==> src/rtl/univ_shift_reg_pkg.sv <==
// Shared definitions for the universal shift register:
// operation-select encodings and the counter width helper.
package univ_shift_reg_pkg;

   typedef enum logic [1:0] {
      MODE_HOLD = 2'b00,
      MODE_SHR  = 2'b01,
      MODE_SHL  = 2'b10,
      MODE_LOAD = 2'b11
   } mode_e;

   // Bits needed to hold a shift count from 0 up to and including w.
   function automatic int cnt_w(input int w);
      return $clog2(w + 1);
   endfunction

endpackage

==> src/rtl/univ_shift_reg_shreg_cell.sv <==
// One bit of the universal shift register: 4:1 next-value select
// (hold / right neighbour / left neighbour / parallel data) feeding a
// synchronously reset flop.
module shreg_cell
   import univ_shift_reg_pkg::*;
(
   input  logic       c,
   input  logic       re,
   input  logic [1:0] mode,
   input  logic       d,
   input  logic       sr_in,   // value arriving on a right shift
   input  logic       sl_in,   // value arriving on a left shift
   output logic       q
);

   // Bit storage: reset wins over every mode.
   always_ff @(posedge c) begin
      if (re) begin
         q <= 1'b0;
      end else begin
         case (mode)
            MODE_HOLD: q <= q;
            MODE_SHR:  q <= sr_in;
            MODE_SHL:  q <= sl_in;
            MODE_LOAD: q <= d;
         endcase
      end
   end

endmodule

==> src/rtl/univ_shift_reg.sv <==
// Universal shift register: hold, shift right, shift left, parallel load,
// with a saturating count of shifts since the last load or reset.
// Optional feature: define UNIV_SHIFT_REG_ROTATE_EN to add the rot input,
// which turns both shifts into rotates (serial inputs ignored).
module univ_shift_reg
   import univ_shift_reg_pkg::*;
#(
   parameter int WIDTH = 8
) (
   input  logic                      c,
   input  logic                      re,
   input  logic [1:0]                mode,
   input  logic [WIDTH-1:0]          d,
   input  logic                      sir,
   input  logic                      sil,
`ifdef UNIV_SHIFT_REG_ROTATE_EN
   input  logic                      rot,
`endif
   output logic [WIDTH-1:0]          q,
   output logic [WIDTH-1:0]          q_,
   output logic                      sor,
   output logic                      sol,
   output logic [cnt_w(WIDTH)-1:0]   cnt,
   output logic                      cnt_full
);

   localparam int CW = cnt_w(WIDTH);
   localparam logic [CW-1:0] CNT_MAX = CW'(WIDTH);

   logic shr_msb;   // bit entering WIDTH-1 on a right shift
   logic shl_lsb;   // bit entering 0 on a left shift

   // Serial entry selection: rotate recirculates the outgoing bit.
`ifdef UNIV_SHIFT_REG_ROTATE_EN
   always_comb begin
      shr_msb = rot ? q[0]       : sir;
      shl_lsb = rot ? q[WIDTH-1] : sil;
   end
`else
   always_comb begin
      shr_msb = sir;
      shl_lsb = sil;
   end
`endif

   genvar i;
   generate
      for (i = 0; i < WIDTH; i++) begin : g_cell
         logic sr_in, sl_in;
         if (i == WIDTH - 1) begin : g_msb
            assign sr_in = shr_msb;
         end else begin : g_nmsb
            assign sr_in = q[i+1];
         end
         if (i == 0) begin : g_lsb
            assign sl_in = shl_lsb;
         end else begin : g_nlsb
            assign sl_in = q[i-1];
         end
         shreg_cell u_cell (
            .c     (c),
            .re    (re),
            .mode  (mode),
            .d     (d[i]),
            .sr_in (sr_in),
            .sl_in (sl_in),
            .q     (q[i])
         );
      end
   endgenerate

   // Shift counter: cleared by reset or load, saturates at WIDTH.
   always_ff @(posedge c) begin
      if (re) begin
         cnt <= '0;
      end else begin
         case (mode)
            MODE_LOAD: cnt <= '0;
            MODE_SHR,
            MODE_SHL:  if (cnt != CNT_MAX) cnt <= cnt + 1'b1;
            default:   cnt <= cnt;
         endcase
      end
   end

   // Derived outputs, all purely from registered state.
   always_comb begin
      q_       = ~q;
      sor      = q[0];
      sol      = q[WIDTH-1];
      cnt_full = (cnt == CNT_MAX);
   end

endmodule

==> config.mk <==
export PLATFORM = sky130hd
export DESIGN_NAME = univ_shift_reg
export DESIGN_NICKNAME = d
export VERILOG_FILES = /design/src/rtl/univ_shift_reg_pkg.sv /design/src/rtl/univ_shift_reg_shreg_cell.sv /design/src/rtl/univ_shift_reg.sv
export SDC_FILE = /design/constraint.sdc
export NUM_CORES = 1
export LEC_CHECK = 0
export ABC_AREA = 1
export BUFFER_PORTS_ARGS = -buffer_cell sky130_fd_sc_hd__buf_2
export CORE_MARGIN = 4
export CORE_UTILIZATION = 50
export CTS_BUF_LIST = sky130_fd_sc_hd__clkbuf_4 sky130_fd_sc_hd__clkbuf_8
export DETAILED_ROUTE_END_ITERATION = 10
export PLACE_DENSITY_LB_ADDON = 0.12
export SLEW_MARGIN = 10
export SYNTH_ARGS = -nofsm -noshare
export SYNTH_HDL_FRONTEND = slang
export SYNTH_SLANG_ARGS = --single-unit
==> constraint.sdc <==
create_clock -name c -period 3.8 [get_ports c]
set_clock_uncertainty 0.1 [all_clocks]
set_input_delay 0.76 -clock c [delete_from_list [all_inputs] [get_ports c]]
set_output_delay 0.76 -clock c [all_outputs]
set_load 0.1 [all_outputs]
==> out/metrics.yaml <==
status: "complete, no violations"
post_cts_resized: 0
hpwl_um: 1360
post_cts_buffers: 0
root_buffer: "clkbuf_4"
drv_cap: 0
hp-start: "cnt[1]"
fmax_ghz: 0.432
start_kind: "flop"
final.period_utilization: 0.610
required_ns: 2.94
grt_overflow: 0
wl_per_cell_um: 10.3
ys_types: 20
ant_nets: 0
synth_seq_area_share: 0.275
synth_nets: 147
cts_hold_buf: 0
gp_congestion: 0.842
io_pins: 37
htreeDepth: 1
path_cells: "inv_1 > ha_1 > nand2_1 > nor2_1 > buf_2"
yosys.area_share.simple: 0.288
core_area_um2: 1580
min_period_ns: 2.32
worst_slack_ns: 1.48
worstPathArrival_ns: 1.46
path_class: "reg2out"
finalSetupViolations: 0
yosysTopAreaCellShare: 0.275
ys.flop_type: "dfxtp_1"
seq_area_um2: 240
row_count: 14
critical_path_buf_inv_count: 2
netlist_top_cells_area: "dfxtp_1, nand2_1, a21oi_1, inv_1, ha_1"
first_pass_iters: 4
dp_slack_ns: 1.73
relSlewSlack: 0.645
drive_gt1_frac: 0.310
totalWireLength_um: 1760
final_core_util: 0.648
first_iter_violations: 15
fp.dieH_um: 49.8
slew_viol_final: 0
finalInstanceArea_um2: 1020
drc: 0
dieWidth_um: 49.8
multi_input_area_um2: 450
hold_path_depth: 2
r2r_end: "cnt[2]"
grt_pass1_vias: 754
cts.reportedPaths.clkPinSlew_ns: 0.07
cts_tree: "yes"
hold_viol_final: 0
yosysWarnings: 0
yosys-top-cells-count: "nand2_1, inv_1, a21oi_1"
nFillCells: 154
clk_latency_ns: 0.26
synth_area_per_cell_um2: 6.88
async_flop_share: 0
r2r_start: "cnt[0]"
vias_per_cell: 4.90
dieArea_um2: 2480
area_growth_pct: 17.0
grt_max_degree: 17
worst_slew_pin_slew_ns: 0.532
fin_nets: 176
cp-end-kind: "output port"
synth_edf_count: 0
cp.depth: 5
n_antenna_cell: 0
grt_use_total: 0.156
peakVddDrop_uv: 253
cts_max_path_buffers: 2
antenna_found_initial: 0
grt_pass1_wl_um: 3110
synthMuxAreaShare: 0
clock_sinks: 12
synthesis.area_um2: 873
crit_family: "buffers and inverters"
tns_ns: 0
synth_seq_cells: 12
port_buffers: 36
p_per_area_nw_per_um2: 436
vias: 838
p_leak_nw: 0.580
hold_class: "reg2reg"
synth-xor-area-share: 0.0100
synth_adder_area_share: 0.0860
cts_made_buffers: 3
finalNonFillerCells: 171
netlist_instances: 127
critPathMaxStageDelay_ns: 0.42
hold_end: "cnt[1]"
crit_fanout: 6
synth_top_family_by_area: "simple AND/OR/NAND/NOR gates"
synth-compound-area-share: 0.132
dpl.cell_count: 167
rsz0062_at_grt: "false"
placed_area_um2: 986
synth_area_leader_cell: "dfxtp_1"
r2r_setup_slack_ns: 2.51
slowest_stage: "buf_2"
reg2reg_depth: 7
start_util: 0.554
yosysMostFrequentCell: "nand2_1"
-- worst max-delay path by stage --
stage / start / end / slack [ns]
2_1_floorplan: cnt[3] / cnt_full / 0.54
3_3_place_gp: mode[0] / g_cell[7].u_cell.q / 1.75
3_5_place_dp: mode[0] / g_cell[6].u_cell.q / 1.73
4_1_cts: cnt[0] / cnt_full / 1.46
5_1_grt: cnt[0] / cnt_full / 1.33
6_report: cnt[0] / cnt_full / 1.48
-- layout by cell type (no fill, tap or decap), drive strengths merged --
master | synthesis | final
a21oi | 20 | 20
nand3 | 13 | 13
dfxtp | 12 | 12
nand4 | 1 | 1
nand2 | 32 | 32
xor2 | 1 | 1
clkinv | 1 | 1
nor2 | 4 | 4
buf | 10 | 36
inv | 24 | 24
ha | 6 | 6
o21bai | 1 | 1
clkbuf | 2 | 4
-- per-stage QoR --
stage	hold WS (ns)	power, mW
final	0.460	0.446
after global routing	0.508	0.473
after CTS	0.462	0.453
after detailed placement	0.453	0.351
after global placement	0.443	0.349
after floorplan	0.454	0.329
-- tightest hold or removal path, cell delays in order, from the launching register on --
cell	delay, ns
dfxtp_1	0.36
nand3_1	0.11
a21oi_2	0.05
-- report_power, final --
group          internal (mW)  total (mW)  leakage [nW]  switching [mW]
combinational         0.0365       0.202         0.460           0.166
clock                 0.0581      0.0991        0.0210          0.0411
sequential             0.135       0.145        0.0987         0.00987
-- flip-flops by register name (all words and copies together), names as in the netlist --
| name | count |
|---|---|
| cnt | 4 |
| g_cell.u_cell.q | 8 |
-- cell families after synthesis --
| kind of cell | after synthesis |
|---|---|
| compound gates | 21 |
| xor+xnor | 1 |
| fa+ha+maj | 6 |
| buf+inv | 37 |
| flops | 12 |
| simple gates | 50 |
-- cell type report --
class | instances | share of cell area
Multi-Input combinational cell | 78 | 0.441
Sequential cell | 12 | 0.235
Timing Repair Buffer | 36 | 0.176
Inverter | 25 | 0.0930
Clock buffer | 4 | 0.0355
Tap cell | 16 | 0.0196
-- per-layer routing --
layer  vias up  track usage  wire [µm]
li1        443            -          -
met1       366        0.207        815
met2        29        0.251        809
met3         0       0.0331        135
met4         0       0.0461          0
met5         -            0          0
Note: power is estimated with default switching activity, not from simulation.
